`src/rtl/rng_sop_pkg.sv`:
```
// Shared constants, capture-state encoding and word-select helper for the RNG side-output unpacker.
package rng_sop_pkg;

  localparam int SOP_W         = 128;
  localparam int WORD_W        = 32;
  localparam int WORDS_PER_BLK = 4;
  localparam int IDX_W         = $clog2(WORDS_PER_BLK);

  typedef enum logic {
    CAP_IDLE,
    CAP_HOLD
  } cap_state_e;

  function automatic logic [WORD_W-1:0] blk_word(input logic [SOP_W-1:0] blk,
                                                 input logic [IDX_W-1:0] idx);
    return blk[WORD_W*idx +: WORD_W];
  endfunction

endpackage

```
`src/rtl/rng_sop_fifo.sv`:
```
// DEPTH x 128-bit register FIFO; push/pop/flush with level output.
// Latency: push visible at head/level on the next cycle; caller must not push when full or pop when empty.
// Backpressure: none internal, full/empty is derived by the caller from level_o.
module rng_sop_fifo
  import rng_sop_pkg::*;
#(
  parameter int DEPTH = 2
) (
  input  logic             clk_i,
  input  logic             rst_i,
  input  logic             flush_i,
  input  logic             push_i,
  input  logic [SOP_W-1:0] push_dat_i,
  input  logic             pop_i,
  output logic [SOP_W-1:0] head_o,
  output logic [2:0]       level_o
);

  localparam int PTR_W = (DEPTH > 1) ? $clog2(DEPTH) : 1;

  logic [SOP_W-1:0] mem_q [DEPTH];
  logic [PTR_W-1:0] wr_ptr_q, rd_ptr_q;
  logic [2:0]       level_q, level_d;

  function automatic logic [PTR_W-1:0] ptr_inc(input logic [PTR_W-1:0] p);
    return (p == PTR_W'(DEPTH - 1)) ? '0 : p + PTR_W'(1);
  endfunction

  always_comb begin
    level_d = level_q + {2'b00, push_i} - {2'b00, pop_i};
  end

  // Flush also zeroes storage so no stale random data survives a clear.
  always_ff @(posedge clk_i) begin
    if (rst_i || flush_i) begin
      wr_ptr_q <= '0;
      rd_ptr_q <= '0;
      level_q  <= '0;
      for (int i = 0; i < DEPTH; i++) begin
        mem_q[i] <= '0;
      end
    end else begin
      if (push_i) begin
        mem_q[wr_ptr_q] <= push_dat_i;
        wr_ptr_q        <= ptr_inc(wr_ptr_q);
      end
      if (pop_i) begin
        rd_ptr_q <= ptr_inc(rd_ptr_q);
      end
      level_q <= level_d;
    end
  end

  assign head_o  = mem_q[rd_ptr_q];
  assign level_o = level_q;

endmodule

```
`src/rtl/rng_sop_unpacker.sv`:
```
// Captures 128-bit RNG side-output blocks into a FIFO and streams them as 32-bit words; optional repeat check under RNG_SOP_REPEAT_CHK_EN.
// Latency: block captured at edge N, sop_taken_1p and first out_valid in the cycle after N.
// Backpressure: out_ready low holds the word; a full FIFO stalls capture without losing sop_valid.
module rng_sop_unpacker
  import rng_sop_pkg::*;
#(
  parameter int DEPTH = 2,
  parameter int CNT_W = 16
) (
  input  logic              rng_clk,
  input  logic              rng_rst,
  input  logic              flush,
  input  logic              sop_valid,
  input  logic [SOP_W-1:0]  sop_data,
  output logic              sop_taken_1p,
  output logic              out_valid,
  input  logic              out_ready,
  output logic [WORD_W-1:0] out_data,
  output logic              out_last,
  output logic [2:0]        fifo_level,
  output logic [CNT_W-1:0]  blk_cnt,
  output logic              rep_err_1p
);

  cap_state_e       cap_q, cap_d;
  logic             take_d, take_q;
  logic             push, pop, xfer, rep_hit;
  logic [IDX_W-1:0] idx_q, idx_d;
  logic [CNT_W-1:0] cnt_q, cnt_d;
  logic [SOP_W-1:0] head;
  logic [2:0]       level;

  rng_sop_fifo #(
    .DEPTH (DEPTH)
  ) u_fifo (
    .clk_i      (rng_clk),
    .rst_i      (rng_rst),
    .flush_i    (flush),
    .push_i     (push),
    .push_dat_i (sop_data),
    .pop_i      (pop),
    .head_o     (head),
    .level_o    (level)
  );

  // HOLD swallows the cycle in which the producer still shows sop_valid after the take.
  always_comb begin
    cap_d  = cap_q;
    take_d = 1'b0;
    if (flush) begin
      cap_d = CAP_IDLE;
    end else begin
      case (cap_q)
        CAP_IDLE: begin
          if (sop_valid && (level < 3'(DEPTH))) begin
            take_d = 1'b1;
            cap_d  = CAP_HOLD;
          end
        end
        CAP_HOLD: cap_d = CAP_IDLE;
        default:  cap_d = CAP_IDLE;
      endcase
    end
  end

  assign push = take_d & ~rep_hit;

  assign out_valid = (level != 3'd0);
  assign xfer      = out_valid & out_ready;
  assign pop       = xfer & (idx_q == IDX_W'(WORDS_PER_BLK - 1)) & ~flush;

  always_comb begin
    idx_d = idx_q;
    cnt_d = cnt_q;
    if (flush) begin
      idx_d = '0;
    end else if (xfer) begin
      idx_d = idx_q + IDX_W'(1);
    end
    if (pop && (cnt_q != '1)) begin
      cnt_d = cnt_q + CNT_W'(1);
    end
  end

  always_ff @(posedge rng_clk) begin
    if (rng_rst) begin
      cap_q  <= CAP_IDLE;
      take_q <= 1'b0;
      idx_q  <= '0;
      cnt_q  <= '0;
    end else begin
      cap_q  <= cap_d;
      take_q <= take_d;
      idx_q  <= idx_d;
      cnt_q  <= cnt_d;
    end
  end

  assign sop_taken_1p = take_q;
  assign out_data     = out_valid ? blk_word(head, idx_q) : '0;
  assign out_last     = out_valid & (idx_q == IDX_W'(WORDS_PER_BLK - 1));
  assign fifo_level   = level;
  assign blk_cnt      = cnt_q;

`ifdef RNG_SOP_REPEAT_CHK_EN
  logic [SOP_W-1:0] last_q;
  logic             last_vld_q;
  logic             rep_q;

  assign rep_hit = last_vld_q && (sop_data == last_q);

  // A repeated block is still acknowledged so the producer discards it.
  always_ff @(posedge rng_clk) begin
    if (rng_rst || flush) begin
      last_q     <= '0;
      last_vld_q <= 1'b0;
      rep_q      <= 1'b0;
    end else begin
      rep_q <= take_d & rep_hit;
      if (push) begin
        last_q     <= sop_data;
        last_vld_q <= 1'b1;
      end
    end
  end

  assign rep_err_1p = rep_q;
`else
  assign rep_hit    = 1'b0;
  assign rep_err_1p = 1'b0;
`endif

endmodule
```
`config.mk`:
```
export PLATFORM = sky130hd
export DESIGN_NAME = rng_sop_unpacker
export DESIGN_NICKNAME = d
export VERILOG_FILES = /design/src/rtl/rng_sop_pkg.sv /design/src/rtl/rng_sop_fifo.sv /design/src/rtl/rng_sop_unpacker.sv
export SDC_FILE = /design/constraint.sdc
export NUM_CORES = 1
export LEC_CHECK = 0
export CORE_MARGIN = 1.5
export CORE_UTILIZATION = 60
export CTS_CLUSTER_DIAMETER = 120
export DETAILED_ROUTE_END_ITERATION = 7
export PLACE_DENSITY = 0.94
export SYNTH_ARGS = -nofsm -noshare
export SYNTH_HDL_FRONTEND = slang
export SYNTH_HIERARCHICAL = 1
export SYNTH_SLANG_ARGS = --single-unit
```
`constraint.sdc`:
```
create_clock -name rng_clk -period 12.5 [get_ports rng_clk]
set_input_delay 2.5 -clock rng_clk [delete_from_list [all_inputs] [get_ports rng_clk]]
set_output_delay 2.5 -clock rng_clk [all_outputs]
set_load 0.03 [all_outputs]
```
; ---- After elaboration in Yosys (flattened, before gate mapping)
; Memories as Yosys holds them, arrays and structs flattened. A register that Yosys moved wholly into a read port is not among the register bits.
; Cells that the tools add are included.
[totals]
register_bits = 25
mem_bits_rw = 256
inputBits = 133
output_inout_bits = 55
wordCells = 47
n_memories = 1
[op_classes]
n_addsub = 6
n_lt_le_gt_ge = 1
n_eq_ne = 2
n_shift = 1
muxes = 17
bitwise_logic = 6
reduce_logical = 6
[mem_list]
columns = memory, words, width, rd, rd_clocked_by_memory_dff, wr, line
row1 = u_fifo.mem_q, 2, 128, 1, 1, 2, rng_sop_fifo.sv:21  ; logic [SOP_W-1:0] mem_q [DEPTH];
[op_table]
columns = cell, n
row1 = two-way mux 128 bit, 1
row2 = OR reduction 128 bit, 1
row3 = variable part select 128 x 8 -> 32 bit, 1
row4 = two-way mux 32 bit, 1
row5 = adder 16 x 1 -> 16 bit (second input constant), 1
row6 = != test 16 bit (second input constant), 1
row7 = two-way mux 1 bit, 14
row8 = AND 1 bit, 4
row9 = adder 3 x 1 -> 3 bit, 1
row10 = less-than comparator 3 x 2 -> 1 bit (second input constant), 1
row11 = nonzero test 3 bit, 1
row12 = subtractor 3 x 1 -> 3 bit, 1
row13 = adder 1 bit (second input constant), 2
row14 = adder 2 x 1 -> 2 bit (second input constant), 1
row15 = == test 2 bit (second input constant), 1
row16 = logical AND 1 bit, 2
row17 = NOT 1 bit, 2
row18 = case mux 1 bit (2 select lines), 1
row19 = OR reduction 2 bit, 1
row20 = logical OR 1 bit, 1

; ---- Logic depth before layout (Yosys ltp)
[logic_depth]
word_depth = 10
ltp_mapped = 11
ltp_nobuf = 10

; ---- Modules after synthesis
; The synthesis kept the hierarchy.
[modules_own_cells]
columns = module, n_inst, cells_per_inst, area_each_um2, seq_area_each_um2
row1 = rng_sop_fifo, 1, 737, 11532.3, 7807.5
row2 = rng_sop_unpacker, 1, 195, 2113.3, 400.4

; ---- Least setup slack after synthesis
; OpenSTA, ideal clock, no wires.
[synth_path]
path_kind = input port to flip-flop
startpoint = in flush
endpoint = mem u_fifo.mem_q[0][0], enable pin
setup_ns = 0.509
t_arrival_ns = 6.460
required_ns = 11.991
path_slack_ns = 5.531
path_stages = 6
n_path_buf = 1
path_cell_list = nor2_1 nand2_1 nor3_1 nor2b_2 buf_2 nand2b_1
[synth_lines]
columns = element, line
row1 = start: declaration, rng_sop_unpacker.sv:12  ; input logic flush,
row2 = end: declaration, rng_sop_fifo.sv:21

==> impl_metrics.json <==
{
  "coreArea_um2": 22100,
  "worstSetupPathType": "reg -> out",
  "rows": 54,
  "port_buffers": 186,
  "yosys_warnings": 6,
  "skew_ns": 0.0139,
  "synth_area_leader_cell": "edfxtp_1",
  "register_area_um2": 8210,
  "worstPathMaxFanout": 70,
  "worstPathRequired_ns": 10.00,
  "power_leakage_nw": 6.99,
  "cts_tree": "built",
  "die_width_um": 154,
  "start_util_pct": 61.8,
  "min_period_over_period_pct": 52.5,
  "dr.pass1.iters": 5,
  "dp_hpwl_mm": 18.3,
  "cts_buffer_depth": 3,
  "slowest_stage": "dfxtp_4",
  "dp_slack_ns": 5.87,
  "ys_ff_latch": 282,
  "clk_pin_slew_ns": 0.06,
  "startpoint_type": "register",
  "gp_congestion": 0.846,
  "grt_usage_pct": 26.1,
  "syn_area_um2": 13600,
  "avgSynthCellArea_um2": 14.6,
  "syn-num-nets": 1070,
  "htreeDepth": 1,
  "fin_crit_ns": 6.56,
  "worstSkewPairLatency_ns": 0.53,
  "ant_nets": 0,
  "status": "finished clean",
  "post_cts_buffers": 0,
  "setup_slack_ns": 5.94,
  "nFillCells": 1277,
  "viasPerCell": 6.34,
  "wl_per_cell_um": 22.7,
  "fin_hold_ws_ns": 0.534,
  "dpl.cell_count": 1323,
  "grt_pass1_wl_mm": 48.0,
  "io-pin-count": 188,
  "area_growth_pct": 19.0,
  "hold_class": "reg -> reg",
  "worst_pin_slew_ns": 1.14,
  "setup_viol": 0,
  "ys_types": 55,
  "final_cell_mix": "and3_1 (257), edfxtp_1 (256), clkdlybuf4s50_1 (186), mux2_2 (128), and2_1 (35)",
  "overflow": 0,
  "cts.hold.buffers_added": 0,
  "cts.repair.resized": 0,
  "clock-sinks": 282,
  "async_reset_ff_share_pct": 0,
  "synth.area.top_cells": "edfxtp_1 (56%), and3_1 (12%), mux2_2 (11%)",
  "first_global_vias": 8866,
  "finalNetCount": 1211,
  "max_freq_ghz": 0.152,
  "crit_path_max_incr_delay_ns": 0.88,
  "stdcell_count": 1374,
  "grt_max_degree": 134,
  "multi_input_area_um2": 4840,
  "hold_viol_final": 0,
  "ir_drop_mv": 0.110,
  "cts-root-buf": "clkbuf_16",
  "rsz0062_at_grt": "no",
  "drc_errors": 0,
  "first_iter_violations": 978,
  "worstPathCellList": "buf_4 -> mux2_2 -> mux4_2 -> and2_1 -> clkdlybuf4s50_1",
  "slew_headroom_pct": 23.7,
  "layout_commonest_cell": "and3_1",
  "totalPowerFinal_mw": 2.04,
  "synth-main-ff-cell": "edfxtp_1",
  "cap_violations": 0,
  "drive_above_1_share_pct": 21.3,
  "tns_ns": 0,
  "p_per_area_nw_per_um2": 126,
  "ys_seq_area_share_pct": 60.2,
  "final-max-slew-violation-count": 0,
  "synth_edf_count": 256,
  "die_h_um": 154,
  "antenna_found_initial": 1,
  "synth_top_area_share_pct": 56.3,
  "cts_made_buffers": 28,
  "cp-end-kind": "output port",
  "fp.dieArea_um2": 23700,
  "cp.arrival_ns": 4.06,
  "wl_mm": 31.2,
  "antenna_cells": 0,
  "vias": 8710,
  "netlist_instances": 932
}
==> where the power goes <==
group          internal [mW]  switching (mW)  total [mW]
registers               1.07          0.0123        1.08
clock network          0.464           0.343       0.807
logic                 0.0744          0.0748       0.149
==> cells in the mapped netlist, types with 2 or more instances <==
| cell type | instances |
|---|---|
| a21oi_1 | 12 |
| and2_1 | 36 |
| and3_1 | 257 |
| buf_2 | 32 |
| buf_4 | 13 |
| buf_6 | 23 |
| clkbuf_1 | 15 |
| clkbuf_8 | 2 |
| dfxtp_1 | 26 |
| edfxtp_1 | 256 |
| ha_1 | 4 |
| inv_1 | 5 |
| mux2_1 | 3 |
| mux2_2 | 128 |
| mux4_2 | 32 |
| nand2_1 | 7 |
| nand2b_1 | 3 |
| nand4_1 | 3 |
| nand4_4 | 3 |
| nor2_1 | 5 |
| nor2b_1 | 3 |
| nor3_1 | 9 |
| nor4_1 | 5 |
| o21ai_0 | 3 |
| o31ai_1 | 6 |
| o41ai_1 | 2 |
| or3_1 | 5 |
| or4_1 | 5 |
| xnor2_1 | 3 |
==> registers in the layout, indices dropped and copies added, names as in the netlist, named ones only <==
name,flops
blk_cnt,16
cap_q,1
idx_q,2
sop_taken_1p,1
u_fifo/level_o,3
u_fifo/mem_q,256
u_fifo/rd_ptr_q,1
u_fifo/wr_ptr_q,1
==> worst max-delay path, delay by kind of cell, from the launching register on <==
kind	cells	cell delay [ns]
buffers and inverters	2	1.45
DFF	1	0.88
muxes	2	0.92
and+or+nand+nor	1	0.19
==> layout make-up <==
| class | count | area share, % |
|---|---|---|
| timing repair buffer | 197 | 12.0 |
| sequential | 282 | 50.6 |
| inverter | 5 | 0.116 |
| clock buffer | 35 | 4.61 |
| multi-input combinational | 559 | 29.8 |
| tap | 280 | 2.16 |
| clock inverter | 16 | 0.801 |
==> per-layer routing <==
metal	share of wire, %	vias to the layer above	track usage (%)
met5	0	-	0
met4	3.4	0	9.94
met3	9.0	79	5.55
met2	49	452	43.0
met1	39	4302	34.2
li1	-	3877	-
==> stage by stage <==
| stage | area (um2) | utilization (%) |
|---|---|---|
| CTS | 16200 | 73.5 |
| detailed placement | 15400 | 69.5 |
| finish | 16200 | 73.5 |
| floorplan | 13600 | - |
| global placement | 15400 | 69.5 |
| global route | 16200 | 73.5 |
==> worst paths after layout <==
kind | from | to | depth (start not counted) | slack, ns
max | register | out_data[4] | 5 | 5.94
min | idx_q[0]$_SDFFE_PP0P_ | idx_q[0]$_SDFFE_PP0P_ | 2 | 0.53
max reg2reg | cap_q$_SDFF_PP0_ | u_fifo/mem_q[0][70]$_SDFFCE_PN0P_ | 7 | 8.77
min reg2reg | idx_q[0]$_SDFFE_PP0P_ | idx_q[0]$_SDFFE_PP0P_ | 2 | 0.53
==> cells by family after synthesis <==
group	count (synthesis)	share of synthesized area, %
simple gates	357	16.9
flops	282	60.2
mux	164	16.2
buf+inv	91	4.58
compound gates	28	1.31
fa+ha+maj	5	0.513
xor+xnor	4	0.367
other cells	1	0.0275
Power figures use the tool's default switching activity.
